**src/rtl/ipmred_mask_seq.sv**
```systemverilog
// ipmred_mask_seq -- sequential IPM-RED masking unit over GF(2^8).
//
// Turns one unmasked byte S into a v-share IPM-RED encoding R and carries the
// redundant cube S^3 with it. A single pair of GF(2^8) multipliers is reused
// over v-2 accumulation cycles instead of 2*(v-2) parallel multipliers.
//
// Ports:
//   clk        rising-edge clock
//   rst_n      asynchronous active-low reset
//   in_valid   request valid (S, L1, L2, rnd)
//   in_ready   unit idle and able to accept a request
//   S          unmasked byte
//   L1         data-chain IPM vector, byte i = L1[8i+7:8i] (bytes 0/1 unused)
//   L2         cube-chain IPM vector, same layout as L1
//   rnd        v-2 fresh random bytes, byte k = r_k
//   out_valid  R / S3 hold a complete encoding
//   out_ready  consumer takes the encoding
//   R          masked shares: R0 = S ^ sum(L1[i]*r_{i-2}),
//              R1 = S^3 ^ sum(L2[i]*r_{i-2}), Ri = r_{i-2} for i >= 2
//   S3         registered S^3
//
// The random-byte port is named rnd because "rand" is a reserved word.

module ipmred_mask_seq #(
    parameter int v = 3
) (
    input  logic                 clk,
    input  logic                 rst_n,
    input  logic                 in_valid,
    output logic                 in_ready,
    input  logic [7:0]           S,
    input  logic [v*8-1:0]       L1,
    input  logic [v*8-1:0]       L2,
    input  logic [(v-2)*8-1:0]   rnd,
    output logic                 out_valid,
    input  logic                 out_ready,
    output logic [v*8-1:0]       R,
    output logic [7:0]           S3
);

    localparam int NR   = v - 2;            // number of random bytes / ACC cycles
    localparam int IDXW = $clog2(v - 1);

    generate
        if (v < 3) begin : g_bad_v
            $error("ipmred_mask_seq: v must be >= 3");
        end
    endgenerate

    // GF(2^8) multiply, AES polynomial x^8+x^4+x^3+x+1.
    function automatic logic [7:0] gmul8(input logic [7:0] a, input logic [7:0] b);
        logic [7:0] p;
        logic [7:0] x;
        p = 8'h00;
        x = a;
        for (int i = 0; i < 8; i++) begin
            if (b[i]) p = p ^ x;
            x = {x[6:0], 1'b0} ^ (x[7] ? 8'h1B : 8'h00);
        end
        return p;
    endfunction

    function automatic logic [7:0] cube8(input logic [7:0] a);
        return gmul8(gmul8(a, a), a);
    endfunction

    typedef enum logic [1:0] {
        ST_IDLE = 2'd0,
        ST_ACC  = 2'd1,
        ST_DONE = 2'd2
    } state_t;

    state_t                 state_q, state_d;
    logic [7:0]             s_q, s_d;
    logic [NR-1:0][7:0]     l1_q, l1_d;
    logic [NR-1:0][7:0]     l2_q, l2_d;
    logic [NR-1:0][7:0]     rnd_q, rnd_d;
    logic [7:0]             acc1_q, acc1_d;
    logic [7:0]             acc2_q, acc2_d;
    logic [IDXW-1:0]        idx_q, idx_d;
    logic [v-1:0][7:0]      r_q, r_d;
    logic [7:0]             s3_q, s3_d;

    // Bytes 0/1 of L1/L2 never enter the computation.
    logic unused_lo;
    assign unused_lo = ^{L1[15:0], L2[15:0]};

    // Operand select for the shared multiplier pair.
    logic [7:0] l1_sel, l2_sel, r_sel;
    always_comb begin
        l1_sel = 8'h00;
        l2_sel = 8'h00;
        r_sel  = 8'h00;
        for (int k = 0; k < NR; k++) begin
            if (idx_q == IDXW'(k)) begin
                l1_sel = l1_q[k];
                l2_sel = l2_q[k];
                r_sel  = rnd_q[k];
            end
        end
    end

    logic [7:0] acc1_nxt, acc2_nxt, s3_calc;
    assign acc1_nxt = acc1_q ^ gmul8(l1_sel, r_sel);
    assign acc2_nxt = acc2_q ^ gmul8(l2_sel, r_sel);
    assign s3_calc  = cube8(s_q);

    always_comb begin
        state_d = state_q;
        s_d     = s_q;
        l1_d    = l1_q;
        l2_d    = l2_q;
        rnd_d   = rnd_q;
        acc1_d  = acc1_q;
        acc2_d  = acc2_q;
        idx_d   = idx_q;
        r_d     = r_q;
        s3_d    = s3_q;
        unique case (state_q)
            ST_IDLE: begin
                if (in_valid) begin
                    state_d = ST_ACC;
                    s_d     = S;
                    l1_d    = L1[v*8-1:16];
                    l2_d    = L2[v*8-1:16];
                    rnd_d   = rnd;
                    acc1_d  = 8'h00;
                    acc2_d  = 8'h00;
                    idx_d   = '0;
                end
            end
            ST_ACC: begin
                acc1_d = acc1_nxt;
                acc2_d = acc2_nxt;
                idx_d  = idx_q + IDXW'(1);
                // Last term: publish straight from the updated sums so the
                // output lands on the same edge as the final accumulation.
                if (idx_q == IDXW'(v - 3)) begin
                    state_d    = ST_DONE;
                    r_d[0]     = s_q ^ acc1_nxt;
                    r_d[1]     = s3_calc ^ acc2_nxt;
                    r_d[v-1:2] = rnd_q;
                    s3_d       = s3_calc;
                end
            end
            ST_DONE: begin
                if (out_ready) begin
                    // Scrub share material on the way back to idle; R/S3 keep
                    // their value, out_valid alone qualifies them.
                    state_d = ST_IDLE;
                    s_d     = 8'h00;
                    l1_d    = '0;
                    l2_d    = '0;
                    rnd_d   = '0;
                    acc1_d  = 8'h00;
                    acc2_d  = 8'h00;
                    idx_d   = '0;
                end
            end
            default: state_d = ST_IDLE;
        endcase
    end

    always_ff @(posedge clk or negedge rst_n) begin
        if (!rst_n) begin
            state_q <= ST_IDLE;
            s_q     <= 8'h00;
            l1_q    <= '0;
            l2_q    <= '0;
            rnd_q   <= '0;
            acc1_q  <= 8'h00;
            acc2_q  <= 8'h00;
            idx_q   <= '0;
            r_q     <= '0;
            s3_q    <= 8'h00;
        end else begin
            state_q <= state_d;
            s_q     <= s_d;
            l1_q    <= l1_d;
            l2_q    <= l2_d;
            rnd_q   <= rnd_d;
            acc1_q  <= acc1_d;
            acc2_q  <= acc2_d;
            idx_q   <= idx_d;
            r_q     <= r_d;
            s3_q    <= s3_d;
        end
    end

    assign in_ready  = (state_q == ST_IDLE);
    assign out_valid = (state_q == ST_DONE);
    assign R         = r_q;
    assign S3        = s3_q;

endmodule

```
**config.mk**
```make
export PLATFORM = sky130hd
export DESIGN_NAME = ipmred_mask_seq
export DESIGN_NICKNAME = d
export VERILOG_FILES = /design/src/rtl/ipmred_mask_seq.sv
export SDC_FILE = /design/constraint.sdc
export NUM_CORES = 1
export LEC_CHECK = 0
export ABC_CLOCK_PERIOD_IN_PS = 10100
export CAP_MARGIN = 30
export CORE_AREA = 2 2 111 156
export DETAILED_ROUTE_END_ITERATION = 6
export DIE_AREA = 0 0 113 158
export GPL_TIMING_DRIVEN = 0
export PLACE_DENSITY = 0.72
export SLEW_MARGIN = 20
export SYNTH_ARGS = -nofsm -noshare
export SYNTH_HDL_FRONTEND = slang
export SYNTH_SLANG_ARGS = --single-unit
```
**constraint.sdc**
```tcl
create_clock -name clk -period 10.1 [get_ports clk]
set_input_delay 1.515 -clock clk [delete_from_list [all_inputs] [get_ports clk]]
set_output_delay 1.515 -clock clk [all_outputs]
set_load 0.05 [all_outputs]
```
==> run_results.csv, run 1 <==
group,metric,value,unit
outcome,outcome,"finished with violations",
outcome,violations,"DRC",
worst_setup_path,crit_top_cell,"xnor2_1",
yosys,synth_flop_cell,"dfrtp_1",
worst_setup_path,cp_data_arrival_time,4.10,ns
worst_setup_path,cp_cell_sequence,"buf_6 > buf_6 > xnor2_1 > mux2i_1 > o22ai_1 > xnor2_1 > xor3_1 > buf_4 > xnor2_4 > mux2i_1 > xnor2_1 > xnor3_1 > mux2_2",
worst_setup_path,crit_end,"S3[3]$_DFFE_PN0P_",
final_layout,syn_to_final_growth,15.9,%
worst_setup_path,ff2ff_path_depth,13,
drt,dr_total_vias,6771,
clocking,postCtsHoldBufs,0,
job,maxCapViolCount,0,
clocking,clock-sinks,83,
global_route,antenna_found_initial,0,
worst_setup_path,cp_slowest_cell,"xnor3_1",
floorplanning,die_w,113,um
clocking,htreeDepth,3,
yosys,post_synth.cell_area_avg,8.60,um^2
floorplanning,core,0.0165,mm^2
yosys,syn_inst,940,
clocking,clk-insertion-delay-late,0.36,ns
floorplanning,die_h,158,um
placement,port_buffers,69,
worst_setup_path,cpPeakStageDelay,0.46,ns
yosys,netlist_area,0.00808,mm^2
floorplanning,fp.dieArea,0.0179,mm^2
clocking,cts_resized,0,
sta,finalHoldViolations,0,
worst_setup_path,critPathKind,"reg2reg",
final_layout,diodes,0,
worst_setup_path,worstPathMaxFanout,10,
worst_setup_path,cp_top_family,"XOR/XNOR gates",
worst_setup_path,cp.depth,13,
drt,drc,2,
yosys,syn_nets,1009,
worst_setup_path,r2r_end,"S3[3]$_DFFE_PN0P_",
sta,finalMaxSlewViolations,0,
floorplanning,initial_core_util,0.489,
worst_setup_path,cp.required,10.35,ns
sta,setup_viol,0,
worst_setup_path,critPathLaunch,"s_q[7]$_DFFE_PN0P_",
global_route,grt_pass1_vias,6693,
worst_setup_path,crit_buf_inv,3,
sta,setup_tns,0,ns
final_layout,final_nets,1090,
global_route,grt.total_usage,0.261,
sta,min_period,3.85,ns
drt,wl_per_cell,18.7,um
clocking,cts_tree,"done",
drt,via_per_inst,5.51,
yosys,synth_edf_count,0,
worst_hold_path,min_from,"R[23]$_DFFE_PN0P_",
sta,finalCritPeriodShare,0.382,
sta,worst_pin_slew,1.03,ns
placement,hpwlAfterDp,17.7,mm
floorplanning,pin_count,102,
yosys,synth.ff_latch_count,83,
worst_setup_path,rrSetupSlack,6.25,ns
final_layout,final_layout_size_suffix_gt1_frac,0.0634,
placement,gp_congestion,0.934,
sta,max_freq,259,MHz
yosys,yosysSeqAreaShare,0.257,
worst_setup_path,r2r_start,"s_q[7]$_DFFE_PN0P_",
global_route,overflow,0,
clocking,cts_setup_buffers,0,
sta,finClkSkew,0.00838,ns
drt,first_iter_violations,381,
final_layout,fillCellCount,1533,
clocking,root_buffer,"clkbuf_16",
clocking,path_clk_slew,0.07,ns
clocking,cts_buffer_depth,2,
sta,rsz0062_at_grt,"no",
floorplanning,rows,56,
worst_setup_path,cp-end-kind,"register",
clocking,cts_inserted_buffers,9,
sta,maxSlewHeadroom,0.310,
global_route,grt_max_degree,54,
yosys,async_reset_ff_frac,1.00,
worst_hold_path,hold_class,"reg2reg",
yosys,synth.distinct_cells,64,
drt,finalWirelength,23.0,mm
worst_setup_path,start_kind,"register",
drt,dr.pass1.iters,7,
drt,ant_nets,0,
yosys,yosysWarningCount,0,
global_route,grt_pass1_wl,35.9,mm
[through the flow]
step	hold WS (ns)	cell area (um^2)	instances	utilization	worst slack, ns
5_1_grt	0.517	9370	1229	0.566	6.12
2_1_floorplan	0.469	8080	940	-	6.81
3_5_place_dp	0.484	9050	1213	0.548	6.34
4_1_cts	0.499	9370	1229	0.566	6.33
6_report	0.493	9370	1229	0.566	6.25
3_3_place_gp	0.468	9030	1212	0.546	4.50
[worst min path at each step]
stage	endpoint	slack, ns	cells after the start
2_1_floorplan	acc1_q[2]$_DFFE_PN0P_	0.47	2
3_5_place_dp	R[23]$_DFFE_PN0P_	0.48	2
6_report	R[23]$_DFFE_PN0P_	0.49	2
4_1_cts	R[23]$_DFFE_PN0P_	0.50	2
5_1_grt	S3[3]$_DFFE_PN0P_	0.52	1
3_3_place_gp	R[7]$_DFFE_PN0P_	0.47	2
[state kept, by name, summed over array words and instances, names as in the netlist]
register	count
R	24
S3	8
acc1_q	8
acc2_q	8
l1_q	8
l2_q	8
rnd_q	8
s_q	8
state_q	2
idx_q	1
[layout make-up]
cell class	instances	area [um^2]	area share
multi-input cells	770	5590	0.597
plain buffers	72	358	0.0382
well taps	203	254	0.0271
inverters	15	56.3	0.00601
clock buffers	9	225	0.0240
flip-flops and latches	83	2080	0.222
repair buffers	70	716	0.0764
clock inverters	7	87.6	0.00935
[layer usage]
metal,up-vias,share of wire,routed length (um),GRT usage
met5,-,0,0,0
met4,0,0.046,1060,0.133
met3,66,0.036,831,0.0268
met2,198,0.53,12300,0.489
met1,3232,0.39,8870,0.291
li1,3275,-,-,-
[logic make-up after synthesis]
| group | share of synthesized area |
|---|---|
| fa+ha+maj | 0.00155 |
| compound gates | 0.140 |
| simple gates | 0.163 |
| mux | 0.0178 |
| xor+xnor | 0.369 |
| flops | 0.257 |
| buf+inv | 0.0512 |
[worst register-to-register path, delay by kind of cell, from the launching register on]
family          cells  cell delay, ns
compound gates      1            0.12
xor+xnor            6            1.92
buf+inv             3            0.50
flops               1            0.40
mux                 3            0.81
[Yosys cell counts, types with 3 or more instances]
master | n | area (um^2)
xnor2_1 | 194 | 1700
nand2_1 | 180 | 676
dfrtp_1 | 83 | 2080
nor2_1 | 66 | 248
xor2_1 | 52 | 455
a22o_1 | 46 | 403
clkbuf_1 | 42 | 158
o21ai_0 | 34 | 170
a21oi_1 | 21 | 105
xnor3_1 | 20 | 450
nand3_1 | 14 | 70.1
nor3_1 | 14 | 70.1
inv_1 | 11 | 41.3
mux2i_1 | 11 | 110
buf_2 | 10 | 50.1
nor2b_1 | 9 | 56.3
and2_1 | 7 | 43.8
buf_1 | 7 | 26.3
buf_6 | 7 | 78.8
xor3_1 | 7 | 166
and3_1 | 6 | 37.5
buf_4 | 6 | 45.0
nand2b_1 | 6 | 37.5
o211ai_1 | 6 | 45.0
o22ai_1 | 6 | 37.5
o21a_1 | 5 | 37.5
o21ai_1 | 5 | 25.0
a21o_1 | 4 | 30.0
a31oi_1 | 4 | 25.0
a211o_1 | 3 | 26.3
a211oi_1 | 3 | 22.5
a21oi_2 | 3 | 26.3
a22oi_1 | 3 | 22.5
inv_2 | 3 | 11.3
mux2_2 | 3 | 33.8
xnor2_4 | 3 | 82.6
xnor3_2 | 3 | 71.3
[cells in the final DEF (no fill, tap or decap), types with 4 or more instances in the layout]
cell,instances
xor2_1,52
nand3_1,14
a31oi_1,4
nand2_1,180
nand2b_1,6
buf_6,7
clkdlybuf4s50_1,68
inv_1,11
o211ai_1,6
o21ai_0,34
o21a_1,5
dfrtp_1,83
and2_1,7
clkbuf_16,9
buf_2,10
inv_6,4
a21oi_1,21
a22o_1,46
o21ai_1,5
xor3_1,7
a21o_1,4
nor2b_1,9
buf_1,7
xnor3_1,20
xnor2_1,194
nor3_1,14
mux2i_1,11
clkbuf_1,42
o22ai_1,6
and3_1,6
nor2_1,66
buf_4,7
Power of run 1 is not shown: default switching activity piles up to over one toggle a cycle in this logic, so the estimate is an artifact.
==> run 2, diff against run 1 <==
Settings changed: ABC_CLOCK_PERIOD_IN_PS 10100 to 3580.
Clock period 10.1 ns to 3.58 ns, I/O delays scaled along.
==> run 2 against run 1 <==
The flow finishes with violations (DRC, setup timing); hold slack worse by 0.39 ns; largest cell class unchanged; sequential share of layout area fell by 0.80 points; sequential cell count is the same.
==> run_results.csv, run 2 (synthesized netlist as in run 1, its figures left out) <==
group,metric,value,unit
worst_setup_path,cp-end-kind,"register",
global_route,antenna_found_initial,0,
placement,dp_slack,-0.184,ns
sta,worst_slack,-0.00294,ns
global_route,grt_use_met3,0.0276,
floorplanning,pin_count,102,
worst_setup_path,r2r_start,"s_q[7]$_DFFE_PN0P_",
floorplanning,rows,56,
clocking,htreeDepth,3,
global_route,grtUsageMet1,0.292,
floorplanning,core,0.0165,mm^2
final_layout,finish.utilization,0.588,
worst_setup_path,start_kind,"register",
sta,rsz0062_at_grt,"yes",
outcome,outcome,"finished with violations",
global_route,grt.total_usage,0.262,
global_route,grt_max_degree,54,
worst_hold_path,hold_class,"in2async",
sta,max_freq,279,MHz
drt,first_iter_violations,352,
sta,setup_tns,-0.00294,ns
floorplanning,die_h,158,um
global_route,grt_pass1_vias,6696,
clocking,clk-insertion-delay-late,0.36,ns
final_layout,final_cell_mix,"183 x xnor2_1, 180 x nand2_1, 83 x dfrtp_1",
final_layout,finalInstanceArea,0.00972,mm^2
sta,min_period,3.58,ns
final_layout,syn_to_final_growth,20.2,%
clocking,cts_buffer_depth,2,
clocking,root_buffer,"clkbuf_16",
worst_setup_path,cp_data_arrival_time,3.83,ns
floorplanning,die_w,113,um
global_route,overflow,0,
outcome,violations,"DRC, setup timing",
sta,finClkSkew,0.00799,ns
clocking,clock-sinks,83,
final_layout,diodes,0,
drt,dr.pass1.iters,7,
global_route,grt.met2_usage,0.489,
floorplanning,fp.dieArea,0.0179,mm^2
final_layout,final_common_cell,"xnor2_1",
worst_setup_path,critPathKind,"reg2reg",
job,maxCapViolCount,0,
global_route,grt.busiest_layer,"met2",
global_route,grt_pass1_wl,36.1,mm
worst_setup_path,worstPathMaxFanout,6,
worst_setup_path,ff2ff_path_depth,13,
sta,maxSlewHeadroom,0.420,
drt,dr_total_vias,6892,
placement,port_buffers,69,
placement,gp_congestion,0.934,
sta,worst_pin_slew,0.870,ns
floorplanning,initial_core_util,0.489,
placement,place_area,0.00905,mm^2
worst_setup_path,rrSetupSlack,-0.003,ns
sta,finalCritPeriodShare,1.00,
drt,finalWirelength,23.6,mm
final_layout,final_layout_size_suffix_gt1_frac,0.105,
drt,via_per_inst,5.54,
clocking,postCtsHoldBufs,0,
drt,drc,2,
worst_setup_path,cp.required,3.83,ns
placement,hpwlAfterDp,17.7,mm
clocking,cts_inserted_buffers,9,
clocking,path_clk_slew,0.07,ns
sta,finalHoldViolations,0,
final_layout,final_nets,1105,
drt,ant_nets,0,
clocking,cts_tree,"done",
sta,setup_viol,1,
drt,wl_per_cell,19.0,um
worst_setup_path,r2r_end,"S3[3]$_DFFE_PN0P_",
final_layout,largest_reg_flops,24,
sta,finalMaxSlewViolations,0,
-- run 2: cell types whose count changed in the layout (fill, tap and decap cells not counted), moves of 2 or more --
cell,before,now
a21oi_1,21,19
xor2_1,52,50
a21oi_2,3,5
clkbuf_1,42,39
nor3_4,0,2
xnor2_1,194,183
xor2_2,1,3
buf_4,7,22
xnor2_2,1,10
nor3_1,14,12
xnor2_4,3,5
-- run 2: worst max-delay path by stage --
stage / start / to / slack, ns
finish: s_q[7]$_DFFE_PN0P_ / S3[3]$_DFFE_PN0P_ / -0.003
global route: s_q[7]$_DFFE_PN0P_ / R[9]$_DFFE_PN0P_ / -0.08
CTS: s_q[7]$_DFFE_PN0P_ / S3[3]$_DFFE_PN0P_ / -0.02
floorplan: s_q[0]$_DFFE_PN0P_ / R[9]$_DFFE_PN0P_ / 0.29
global placement: rst_n / s_q[2]$_DFFE_PN0P_ / -1.05
detailed placement: s_q[7]$_DFFE_PN0P_ / S3[3]$_DFFE_PN0P_ / -0.18
-- run 2: routing by layer --
layer,wire length (um),vias up
met5,0,-
met3,1090,66
met2,12600,248
met1,8810,3276
met4,1070,0
li1,-,3302
-- run 2: timing repair --
action                                  4_1_cts  5_1_grt
cloned                                        0        1
gates resized for setup                      10       31
pin swaps                                     1       21
endpoints found under the setup margin        5       12
buffers inserted                              1       15
-- run 2: per-stage QoR --
stage | hold slack (ns) | std cells
floorplan | 0.241 | 940
global placement | 0.468 | 1212
detailed placement | 0.484 | 1213
CTS | 0.128 | 1230
global route | 0.152 | 1244
finish | 0.107 | 1244
-- run 2: worst max-delay path, cell delays in order, from the launching register on --
cell and delay, ns:
dfrtp_1 0.42, buf_6 0.14, buf_12 0.13, xnor2_4 0.17
mux2i_1 0.24, o22ai_2 0.13, xnor2_2 0.28, xor3_1 0.50
buf_6 0.16, xnor2_4 0.28, mux2i_4 0.31, xnor2_2 0.18
xnor3_1 0.26, mux2_2 0.27
-- run 2: area by class of cell --
type | instances | area, um^2
Multi-Input combinational cell | 770 | 5800
Sequential cell | 83 | 2080
Timing Repair Buffer | 87 | 841
Inverter | 15 | 56.3
Tap cell | 203 | 254
Buffer | 70 | 378
Clock inverter | 7 | 87.6
Clock buffer | 9 | 225
Fill cell | 1489 | 6820
Power of run 2 is left out for the same reason.
==> run 3, diff against run 2 <==
Settings changed: SETUP_SLACK_MARGIN set to 0.5.
==> run 3 against run 2 <==
The flow finishes with violations (DRC); sequential cell count unchanged; clock skew up 0.00089 ns; worst setup slack better by 0.017 ns; hold slack better by 0.013 ns; sequential share of layout area down 0.96 points; final cell count up 1.9%; global-route usage up 1.2 points; register-to-register slack better by 0.02 ns; via count up 5.0%.
==> run_results.csv, run 3 (synthesized netlist as in run 1, its figures left out) <==
group,metric,value,unit
floorplanning,pin_count,102,
sta,finalMaxSlewViolations,0,
final_layout,fillCellCount,1392,
sta,hold_slack,0.120,ns
drt,finalWirelength,25.3,mm
clocking,htreeDepth,3,
floorplanning,initial_core_util,0.489,
clocking,cts_buffer_depth,2,
sta,setup_viol,0,
worst_setup_path,rrSetupSlack,0.01,ns
placement,hpwlAfterDp,17.9,mm
sta,finalCritPeriodShare,0.996,
placement,gp_congestion,0.947,
floorplanning,core,0.0165,mm^2
clocking,clock-sinks,83,
floorplanning,fp.dieArea,0.0179,mm^2
sta,worst_pin_slew,0.924,ns
clocking,path_clk_slew,0.07,ns
worst_setup_path,cp-end-kind,"register",
global_route,overflow,0,
worst_setup_path,crit_end,"S3[3]$_DFFE_PN0P_",
sta,finClkSkew,0.00889,ns
final_layout,diodes,0,
worst_setup_path,worstPathMaxFanout,8,
worst_setup_path,cp_slowest_cell,"dfrtp_1",
worst_setup_path,start_kind,"register",
worst_setup_path,cpPeakStageDelay,0.40,ns
final_layout,ff_latch_area,0.00208,mm^2
worst_setup_path,critPathLaunch,"s_q[7]$_DFFE_PN0P_",
worst_setup_path,cp_cell_sequence,"ha_1 > buf_6 > xnor3_2 > buf_4 > buf_4 > o21ai_4 > and2_4 > buf_6 > a21oi_1 > xnor2_1 > xnor2_1 > a21oi_2 > xor2_1 > xnor3_1 > mux2_2",
worst_setup_path,r2r_end,"S3[3]$_DFFE_PN0P_",
outcome,violations,"DRC",
sta,worst_slack,0.0137,ns
sta,maxSlewHeadroom,0.382,
floorplanning,die_h,158,um
global_route,antenna_found_initial,0,
final_layout,final_common_cell,"nand2_1",
worst_setup_path,r2r_start,"s_q[7]$_DFFE_PN0P_",
placement,dp_slack,-0.107,ns
worst_setup_path,cp.required,3.82,ns
final_layout,multi_input_area,0.00606,mm^2
sta,finalHoldViolations,0,
drt,wl_per_cell,19.9,um
clocking,clk-insertion-delay-late,0.35,ns
clocking,postCtsHoldBufs,0,
global_route,grt_max_degree,54,
sta,max_freq,280,MHz
outcome,outcome,"finished with violations",
placement,port_buffers,69,
global_route,grt_pass1_wl,37.9,mm
drt,dr.pass1.iters,7,
worst_setup_path,critPathKind,"reg2reg",
final_layout,final_nets,1129,
sta,min_period,3.57,ns
global_route,grt.total_usage,0.274,
job,maxCapViolCount,0,
worst_hold_path,hold_class,"in2async",
worst_setup_path,cp_data_arrival_time,3.81,ns
final_layout,final_layout_size_suffix_gt1_frac,0.170,
sta,setup_tns,0,ns
drt,via_per_inst,5.71,
clocking,cts_tree,"done",
floorplanning,rows,56,
final_layout,final_cell_mix,"176 x nand2_1, 161 x xnor2_1, 83 x dfrtp_1",
drt,ant_nets,0,
worst_setup_path,ff2ff_path_depth,15,
drt,drc,2,
floorplanning,die_w,113,um
clocking,cts_inserted_buffers,9,
global_route,grt_pass1_vias,7106,
drt,dr_total_vias,7235,
drt,first_iter_violations,510,
final_layout,largest_reg_flops,24,
final_layout,syn_to_final_growth,25.8,%
sta,rsz0062_at_grt,"yes",
clocking,root_buffer,"clkbuf_16",
run 3: area by class of cell:
type,instances,share of cell area
Multi-Input combinational cell,770,0.596
Buffer,72,0.0376
Timing Repair Buffer,109,0.100
Clock inverter,7,0.00861
Sequential cell,83,0.204
Clock buffer,9,0.0221
Inverter,15,0.00615
Tap cell,203,0.0250
run 3: worst min path at each step:
stage	from	to	slack, ns	cells after the start
2_1_floorplan	rst_n	R[0]$_DFFE_PN0P_	0.24	0
3_3_place_gp	R[7]$_DFFE_PN0P_	R[7]$_DFFE_PN0P_	0.47	2
3_5_place_dp	R[20]$_DFFE_PN0P_	R[20]$_DFFE_PN0P_	0.47	2
4_1_cts	rst_n	l2_q[2]$_DFFE_PN0P_	0.13	1
5_1_grt	rst_n	l2_q[2]$_DFFE_PN0P_	0.15	1
6_report	rst_n	l2_q[2]$_DFFE_PN0P_	0.12	1
run 3: timing repair:
action,in CTS,in global routing
pin swaps,20,33
buffers inserted,21,18
endpoints found under the setup margin,18,21
resized for setup,40,61
run 3: worst max-delay path, delay by kind of cell (launching register included):
family,cells,cell delay [ns]
xor gates and xnor gates,5,1.24
muxes,1,0.26
DFF,1,0.40
AOI/OAI and AO/OA,3,0.52
adders and majority gates,1,0.29
buffers and inverters,4,0.58
and+or+nand+nor,1,0.16
run 3: layer usage:
metal / track usage / vias to the layer above / part of all wire
met3: 0.0348 / 124 / 0.046
met4: 0.145 / 0 / 0.067
met5: 0 / - / 0
li1: - / 3340 / -
met1: 0.308 / 3443 / 0.37
met2: 0.503 / 328 / 0.52
run 3: metrics by stage:
step | cell area, um^2 | std cells | utilization
finish | 10200 | 1268 | 0.615
global route | 10200 | 1268 | 0.615
CTS | 9780 | 1250 | 0.591
detailed placement | 9100 | 1213 | 0.550
global placement | 9080 | 1212 | 0.549
floorplan | 8130 | 940 | -
Power of run 3 is left out for the same reason.
